**src/rtl/interim_fetch_pkg.sv**
```systemverilog
// rtl/interim_fetch_pkg.sv - shared types and defaults for the interim operand fetch sequencer
package interim_fetch_pkg;

  localparam int ADDR_LEN_DEF  = 6;
  localparam int DATA_LEN_DEF  = 32;
  localparam int RETRY_MAX_DEF = 255;

  typedef enum logic [2:0] {
    ST_IDLE    = 3'd0,
    ST_ISSUE_A = 3'd1,
    ST_CHECK_A = 3'd2,
    ST_ISSUE_B = 3'd3,
    ST_CHECK_B = 3'd4,
    ST_OUT     = 3'd5
  } fetch_state_e;

endpackage

```
**src/rtl/interim_operand_fetch.sv**
```systemverilog
// rtl/interim_operand_fetch.sv - interim buffer read sequencer feeding ALU operands with RAW retry
module interim_operand_fetch
  import interim_fetch_pkg::*;
#(
  parameter int ADDR_LEN  = ADDR_LEN_DEF,
  parameter int DATA_LEN  = DATA_LEN_DEF,
  parameter int RETRY_MAX = RETRY_MAX_DEF
) (
  input  logic                clk,
  input  logic                rstn,
  input  logic                stall,
  input  logic                req_valid,
  output logic                req_ready,
  input  logic [ADDR_LEN-1:0] req_addr_a,
  input  logic [ADDR_LEN-1:0] req_addr_b,
  input  logic                req_two,
  output logic                buf_rd_en,
  output logic [ADDR_LEN-1:0] buf_rd_addr,
  output logic                buf_stall,
  input  logic [DATA_LEN-1:0] buf_data,
  input  logic                buf_data_v,
  output logic                op_valid,
  input  logic                op_ready,
  output logic [DATA_LEN-1:0] op_a,
  output logic [DATA_LEN-1:0] op_b,
  output logic                op_err
);

  localparam int CNT_W = $clog2(RETRY_MAX + 1);
  localparam logic [CNT_W-1:0] RETRY_LAST = CNT_W'(RETRY_MAX - 1);

  fetch_state_e        state_q, state_d;
  logic [ADDR_LEN-1:0] addr_a_q, addr_a_d;
  logic [ADDR_LEN-1:0] addr_b_q, addr_b_d;
  logic                two_q, two_d;
  logic [CNT_W-1:0]    cnt_q, cnt_d;
  logic                err_q, err_d;
  logic [DATA_LEN-1:0] op_a_q, op_a_d;
  logic [DATA_LEN-1:0] op_b_q, op_b_d;
  logic                expire;

  // An unwritten entry on the last permitted attempt gives up on this operand
  assign expire = !buf_data_v && (cnt_q == RETRY_LAST);

  always_ff @(posedge clk or negedge rstn) begin
    if (!rstn) begin
      state_q  <= ST_IDLE;
      addr_a_q <= '0;
      addr_b_q <= '0;
      two_q    <= 1'b0;
      cnt_q    <= '0;
      err_q    <= 1'b0;
      op_a_q   <= '0;
      op_b_q   <= '0;
    end else begin
      state_q  <= state_d;
      addr_a_q <= addr_a_d;
      addr_b_q <= addr_b_d;
      two_q    <= two_d;
      cnt_q    <= cnt_d;
      err_q    <= err_d;
      op_a_q   <= op_a_d;
      op_b_q   <= op_b_d;
    end
  end

  always_comb begin
    state_d  = state_q;
    addr_a_d = addr_a_q;
    addr_b_d = addr_b_q;
    two_d    = two_q;
    cnt_d    = cnt_q;
    err_d    = err_q;
    op_a_d   = op_a_q;
    op_b_d   = op_b_q;
    case (state_q)
      ST_IDLE: begin
        if (req_valid) begin
          addr_a_d = req_addr_a;
          addr_b_d = req_addr_b;
          two_d    = req_two;
          cnt_d    = '0;
          err_d    = 1'b0;
          op_a_d   = '0;
          op_b_d   = '0;
          state_d  = ST_ISSUE_A;
        end
      end
      ST_ISSUE_A: if (!stall) state_d = ST_CHECK_A;
      ST_ISSUE_B: if (!stall) state_d = ST_CHECK_B;
      ST_CHECK_A: begin
        if (buf_data_v || expire) begin
          op_a_d  = buf_data_v ? buf_data : '0;
          err_d   = err_q | expire;
          cnt_d   = '0;
          state_d = two_q ? ST_ISSUE_B : ST_OUT;
        end else begin
          cnt_d   = cnt_q + CNT_W'(1);
          state_d = ST_ISSUE_A;
        end
      end
      ST_CHECK_B: begin
        if (buf_data_v || expire) begin
          op_b_d  = buf_data_v ? buf_data : '0;
          err_d   = err_q | expire;
          cnt_d   = '0;
          state_d = ST_OUT;
        end else begin
          cnt_d   = cnt_q + CNT_W'(1);
          state_d = ST_ISSUE_B;
        end
      end
      ST_OUT: if (op_ready) state_d = ST_IDLE;
      default: state_d = ST_IDLE;
    endcase
  end

  assign req_ready   = (state_q == ST_IDLE);
  assign buf_rd_en   = ((state_q == ST_ISSUE_A) || (state_q == ST_ISSUE_B)) && !stall;
  assign buf_rd_addr = (state_q == ST_ISSUE_B) ? addr_b_q : addr_a_q;
  assign buf_stall   = stall;
  assign op_valid    = (state_q == ST_OUT);
  assign op_err      = (state_q == ST_OUT) && err_q;
  assign op_a        = op_a_q;
  assign op_b        = op_b_q;

endmodule

```
**config.mk**
```make
export PLATFORM = sky130hd
export DESIGN_NAME = interim_operand_fetch
export DESIGN_NICKNAME = d
export VERILOG_FILES = /design/src/rtl/interim_fetch_pkg.sv /design/src/rtl/interim_operand_fetch.sv
export SDC_FILE = /design/constraint.sdc
export NUM_CORES = 1
export LEC_CHECK = 0
export CORE_MARGIN = 4
export CORE_UTILIZATION = 25
export CTS_CLUSTER_SIZE = 25
export DETAILED_ROUTE_END_ITERATION = 16
export GPL_TIMING_DRIVEN = 0
export MAX_ROUTING_LAYER = met4
export SLEW_MARGIN = 20
export SYNTH_ARGS = -nofsm -noshare
export SYNTH_HDL_FRONTEND = slang
export SYNTH_SLANG_ARGS = --single-unit
```
**constraint.sdc**
```tcl
create_clock -name clk -period 2.2 [get_ports clk]
set_input_delay 0.44 -clock clk [delete_from_list [all_inputs] [get_ports clk]]
set_output_delay 0.44 -clock clk [all_outputs]
set_load 0.02 [all_outputs]
```
# Yosys cells after proc, flatten, opt, wreduce, memory -nomap -nowiden
# Index checks and enable logic that the tools add are counted.
dict set report classes {
  addsub 1
  eq_ne 13
  n_mux 20
  n_bitwise 1
  reduce_logical 18
}
# op count
set op_table {}
lappend op_table {{$pmux W32 S2} 2}
lappend op_table {{$mux W32} 3}
lappend op_table {{$mux W3} 7}
lappend op_table {{$pmux W3 S6} 1}
lappend op_table {{$mux W8} 2}
lappend op_table {{$pmux W8 S2} 1}
lappend op_table {{$ne A2 B2 Y1 const B} 5}
lappend op_table {{$reduce_and A3 Y1} 3}
lappend op_table {{$add A8 B1 Y8 const B} 1}
lappend op_table {{$eq A8 B8 Y1 const B} 1}
lappend op_table {{$eq A3 B2 Y1 const B} 2}
lappend op_table {{$eq A3 B3 Y1 const B} 2}
lappend op_table {{$mux W6} 1}
lappend op_table {{$reduce_bool A2 Y1} 3}
lappend op_table {{$ne A2 B1 Y1 const B} 2}
lappend op_table {{$reduce_and A2 Y1} 2}
lappend op_table {{$reduce_and A4 Y1} 1}
lappend op_table {{$eq A3 B1 Y1 const B} 1}
lappend op_table {{$logic_and A1 B1 Y1} 3}
lappend op_table {{$logic_not A3 Y1} 1}
lappend op_table {{$logic_not A1 Y1} 2}
lappend op_table {{$logic_or A1 B1 Y1} 2}
lappend op_table {{$mux W1} 2}
lappend op_table {{$pmux W1 S2} 1}
lappend op_table {{2 further kinds} 2}
dict set report word_totals {
  ff_bits 89
  input_bits 51
  out_inout_bits 75
}

# Depth between registers and ports, before layout
# Gate-level depths: netlist of the first run.
dict set report logic_depth {
  depth_word 5
  mapped_depth 6
  ltp_nobuf 5
}

# Least setup slack after synthesis of the first run
# Ideal clock, no wire load.
dict set report synth_path {
  kind {register to output}
  from {reg state_q[2]}
  to {out buf_rd_addr[0]}
  t_arrival_ns 1.361
  required_time_ns 1.760
  slack_ns 0.399
  stages_incl_launch_ff 5
  n_path_buf 1
  cell_sequence {dfrtp_1 -> buf_2 -> nor2b_1 -> nand2_1 -> mux2_1}
}
dict set report synth_between {
  elab_chain_len 2
}
# item line_no
set synth_lines {}
lappend synth_lines {{start, declared} interim_operand_fetch.sv:32} ;# fetch_state_e state_q, state_d;
lappend synth_lines {{start signal, assigned} interim_operand_fetch.sv:56} ;# state_q <= state_d;
lappend synth_lines {{$eq A3 B2 Y1} interim_operand_fetch.sv:120} ;# assign buf_rd_addr = (state_q == ST_ISSUE_B) ? addr_b_q : addr_a_q;
lappend synth_lines {{$mux W6} interim_operand_fetch.sv:120}
lappend synth_lines {{end, declared} interim_operand_fetch.sv:18} ;# output logic [ADDR_LEN-1:0] buf_rd_addr,
# Every way passes these cells.

# Worst setup path in the final report of the first run
dict set report layout_path {
  from {reg state_q[2]}
  to {out buf_rd_addr[1]}
}
# The elaborated chain is that of the path after synthesis.

==> results.sh, run 1 <==
export IMPL_run_status="finished clean"
export IMPL_power_mw=7.826
export IMPL_post_place_ws_ns=-0.2731
export IMPL_ys_flop_type="sky130_fd_sc_hd__dfrtp_1"
export IMPL_setup_ws_ns=0.07720
export IMPL_synthesis_area_mm2=0.003754
export IMPL_io_buffers=125
export IMPL_gp_congestion=0.8168
export IMPL_drt_iter0_drc=187
export IMPL_pin_count_of_the_biggest_net_entering_global_routing=49
export IMPL_crit_path_max_fo=10
export IMPL_critical_path_endpoint="buf_rd_addr[1]"
export IMPL_drc_errors=0
export IMPL_grt_antenna_before_repair=0
export IMPL_power_leakage_nw=2.433
export IMPL_drtAntennaViolNets=0
export IMPL_hold_buffers=0
export IMPL_post_dp_hpwl_mm=8.039
export IMPL_worst_setup_path_type="reg -> out"
export IMPL_dr_total_vias=3128
export IMPL_reg2reg_setup_slack_ns=0.48
export IMPL_setup_violations=0
export IMPL_final_max_slew_viol_count=0
export IMPL_synth_enable_flop_cells=0
export IMPL_fillerInstances=1458
export IMPL_core_area_mm2=0.01464
export IMPL_grt_ovfl_total=0
export IMPL_grt_setup_unrepaired="false"
export IMPL_io_pin_count=126
export IMPL_final_min_period_over_clock_period=0.9649
export IMPL_drive_above_1_share=0.1312
export IMPL_drt_pass_1_iters=4
export IMPL_tritoncts_num_sinks=89
export IMPL_critPathRequiredTime_ns=1.76
export IMPL_synth_sequential_area_ratio=0.5933
export IMPL_start_util=0.2563
export IMPL_ff2ff_path_depth=6
export IMPL_finalSetupTns_ns=0
export IMPL_layout_nets=490
export IMPL_syn_inst_count=297
export IMPL_critPathBufInv=2
export IMPL_async_flop_share=1.000
export IMPL_global_route_wire_length_before_repair_mm=17.27
export IMPL_vdd_ir_drop_max_mv=0.7139
export IMPL_worst_clock_skew_ns=0.002367
export IMPL_synthesis_area_per_instance_um2=12.64
export IMPL_power_per_cell_area_mw_per_mm2=1396
export IMPL_cts_made_buffers=9
export IMPL_finish_utilization=0.3829
export IMPL_drt_total_wl_mm=11.18
export IMPL_grt_use_total=0.1363
export IMPL_area_growth_synth_to_final_pct=49.37
export IMPL_timing_critical_path_from_type="register"
export IMPL_path_delay_family="flip-flops"
export IMPL_crit_reg2reg_capture="op_b[7]$_DFFE_PN0P_"
export IMPL_tritoncts="yes"
export IMPL_clock_tree_buffer_depth=2
export IMPL_critPathLaunch="state_q[2]$_DFFE_PN0P_"
export IMPL_worst_pin_slew_ns=0.6377
export IMPL_relSlewSlack=0.5749
export IMPL_cp_slowest_stage_delay_ns=0.40
export IMPL_antenna_cells_inserted=0
export IMPL_period_minus_slack_ns=2.123
export IMPL_cts_root_buf="sky130_fd_sc_hd__clkbuf_16"
export IMPL_yosysUniqueCellTypes=39
export IMPL_slowest_stage="sky130_fd_sc_hd__dfrtp_2"
export IMPL_timing_critical_path_cells="buf_4 > nor2b_4 > nand2_4 > mux2_1 > buf_2"
export IMPL_postSynthNetCount=350
export IMPL_die_height_um=130.5
export IMPL_rows=44
export IMPL_route_detailed_vias_per_inst=4.997
export IMPL_timing_fmax_ghz=0.4711
export IMPL_vias_in_the_first_global_route=3272
export IMPL_worst_hold_path_type="in -> async"
export IMPL_ys_seq_elements=89
export IMPL_yosys_warnings=0
export IMPL_die_area_mm2=0.01704
export IMPL_critical_path_arrival_ns=1.68
export IMPL_die_width_um=130.5
export IMPL_worstSkewPairLatency_ns=0.34
export IMPL_clk_pin_slew_worst_paths_ns=0.06
export IMPL_drt_wirelength_per_cell_um=17.86
export IMPL_max_cap_viol_count=0
export IMPL_startpoint_of_the_worst_slack_reg_to_reg_timing_path="cnt_q[0]$_DFFE_PN0P_"
export IMPL_cts_htree_levels=3
export IMPL_cp_num_cells=5
export IMPL_critPathCaptureType="output pin"
export IMPL_timing_hold_violations_final=0
-- Yosys cell counts (3+ instances only) --
cell type | count | area [um2]
sky130_fd_sc_hd__nor2b_1 | 4 | 25.02
sky130_fd_sc_hd__buf_6 | 7 | 78.83
sky130_fd_sc_hd__nand2_1 | 49 | 183.9
sky130_fd_sc_hd__dfrtp_1 | 89 | 2227
sky130_fd_sc_hd__o21ai_1 | 4 | 20.02
sky130_fd_sc_hd__buf_2 | 8 | 40.04
sky130_fd_sc_hd__xor2_1 | 5 | 43.79
sky130_fd_sc_hd__clkbuf_1 | 7 | 26.28
sky130_fd_sc_hd__buf_4 | 4 | 30.03
sky130_fd_sc_hd__nand4_1 | 4 | 25.02
sky130_fd_sc_hd__mux2_1 | 6 | 67.56
sky130_fd_sc_hd__and2_1 | 3 | 18.77
sky130_fd_sc_hd__nor2_1 | 5 | 18.77
sky130_fd_sc_hd__a32o_1 | 64 | 640.6
sky130_fd_sc_hd__o21ai_0 | 4 | 20.02
sky130_fd_sc_hd__nand3_1 | 3 | 15.01
-- report_power, final --
group / switching, mW / internal (mW) / leakage [nW] / total [mW]
combinational: 1.86 / 1.66 / 1.08 / 3.52
clock: 0.619 / 1.14 / 0.166 / 1.76
sequential: 0.338 / 2.21 / 1.19 / 2.55
total: 2.82 / 5.01 / 2.43 / 7.83
-- repair_timing --
| item | in CTS | in global routing |
|---|---|---|
| setup buffers | 2 | 1 |
| resized for setup | 34 | 2 |
| endpoints found under the setup margin | 10 | 6 |
-- through the flow --
step	area, um2	hold WS (ns)	cells
finish	5607	0.1110	626
global route	5607	0.1556	626
CTS	5602	0.1214	625
detailed placement	5253	0.4601	607
global placement	5235	0.4514	606
floorplan	3754	0.1444	297
-- worst min-delay path by stage --
stage	start	end	cells past startpoint
finish	rstn	addr_a_q[5]$_DFFE_PN0P_	1
global route	rstn	addr_b_q[5]$_DFFE_PN0P_	1
CTS	rstn	addr_b_q[3]$_DFFE_PN0P_	1
detailed placement	addr_b_q[0]$_DFFE_PN0P_	addr_b_q[0]$_DFFE_PN0P_	2
global placement	addr_b_q[2]$_DFFE_PN0P_	addr_b_q[2]$_DFFE_PN0P_	2
floorplan	rstn	addr_a_q[0]$_DFFE_PN0P_	0
-- metal layers --
| metal | routed length [um] | GRT usage | vias up |
|---|---|---|---|
| li1 | - | - | 1422 |
| met4 | 240 | 0.03932 | 0 |
| met2 | 5264 | 0.2107 | 118 |
| met1 | 4932 | 0.1698 | 1574 |
| met3 | 742 | 0.04756 | 14 |
| met5 | 0 | - | - |
-- sequential cells by signal (all words and copies together) (netlist names) --
| name | cells |
|---|---|
| addr_a_q | 6 |
| cnt_q | 8 |
| op_b | 32 |
| addr_b_q | 6 |
| op_a | 32 |
| state_q | 3 |
| err_q | 1 |
| two_q | 1 |
-- cells by family (layout without fill, tap and decap cells) --
family / Yosys count / after routing / share of synthesized area
AND/OR/NAND/NOR: 82 / 82 / 0.1087
AO/OA/AOI/OAI: 84 / 84 / 0.2120
adder cells (fa/ha/maj): 2 / 2 / 0.006666
buffers and inverters: 29 / 174 / 0.04967
multiplexers: 6 / 6 / 0.01800
flip-flops: 89 / 89 / 0.5933
XOR/XNOR: 5 / 5 / 0.01167
-- final cells by class --
type	count	area (um2)	area share
sequential	89	2228	0.3975
tap	184	230.2	0.04106
buffer	27	185.2	0.03303
multi-input combinational	179	1355	0.2417
clock inverter	5	102.6	0.01830
inverter	2	7.507	0.001339
timing repair buffer	129	1255	0.2238
clock buffer	11	242.7	0.04329
-- cells in the final DEF (no fill, tap or decap), drive strengths merged, types with 2 or more instances in the layout --
master	count
nor4	2
bufinv	3
a21oi	5
nor2b	4
clkbuf	18
and2	3
ha	2
nor2	5
dfrtp	89
xor2	5
nand2	49
nand4	4
clkdlybuf4s50	113
dlygate4sd2	5
a32o	64
buf	31
mux2	6
or3	2
nand3	3
o21ai	8
and3	2
nor3b	2
inv	2
and4	2
nor3	3
Power figures use the tool's default switching activity.
==> inputs of run 2 (changes only) <==
--- a/config.mk
+++ b/config.mk
@@ -5,6 +5,8 @@
 export SDC_FILE = /design/constraint.sdc
 export NUM_CORES = 1
 export LEC_CHECK = 0
+export ABC_AREA = 0
+export CAP_MARGIN = 10
 export CORE_MARGIN = 4
 export CORE_UTILIZATION = 25
 export CTS_CLUSTER_SIZE = 25
==> results of run 2 <==
No change in the layout: final DEF, timing and power equal those of run 1.
==> inputs of run 3 (changes only) <==
--- a/config.mk
+++ b/config.mk
@@ -13,6 +13,7 @@
 export DETAILED_ROUTE_END_ITERATION = 16
 export GPL_TIMING_DRIVEN = 0
 export MAX_ROUTING_LAYER = met4
+export PLACE_DENSITY = 0.6
 export SLEW_MARGIN = 20
 export SYNTH_ARGS = -nofsm -noshare
 export SYNTH_HDL_FRONTEND = slang
==> results of run 3 <==
No change in the layout: final DEF, timing and power equal those of run 1.
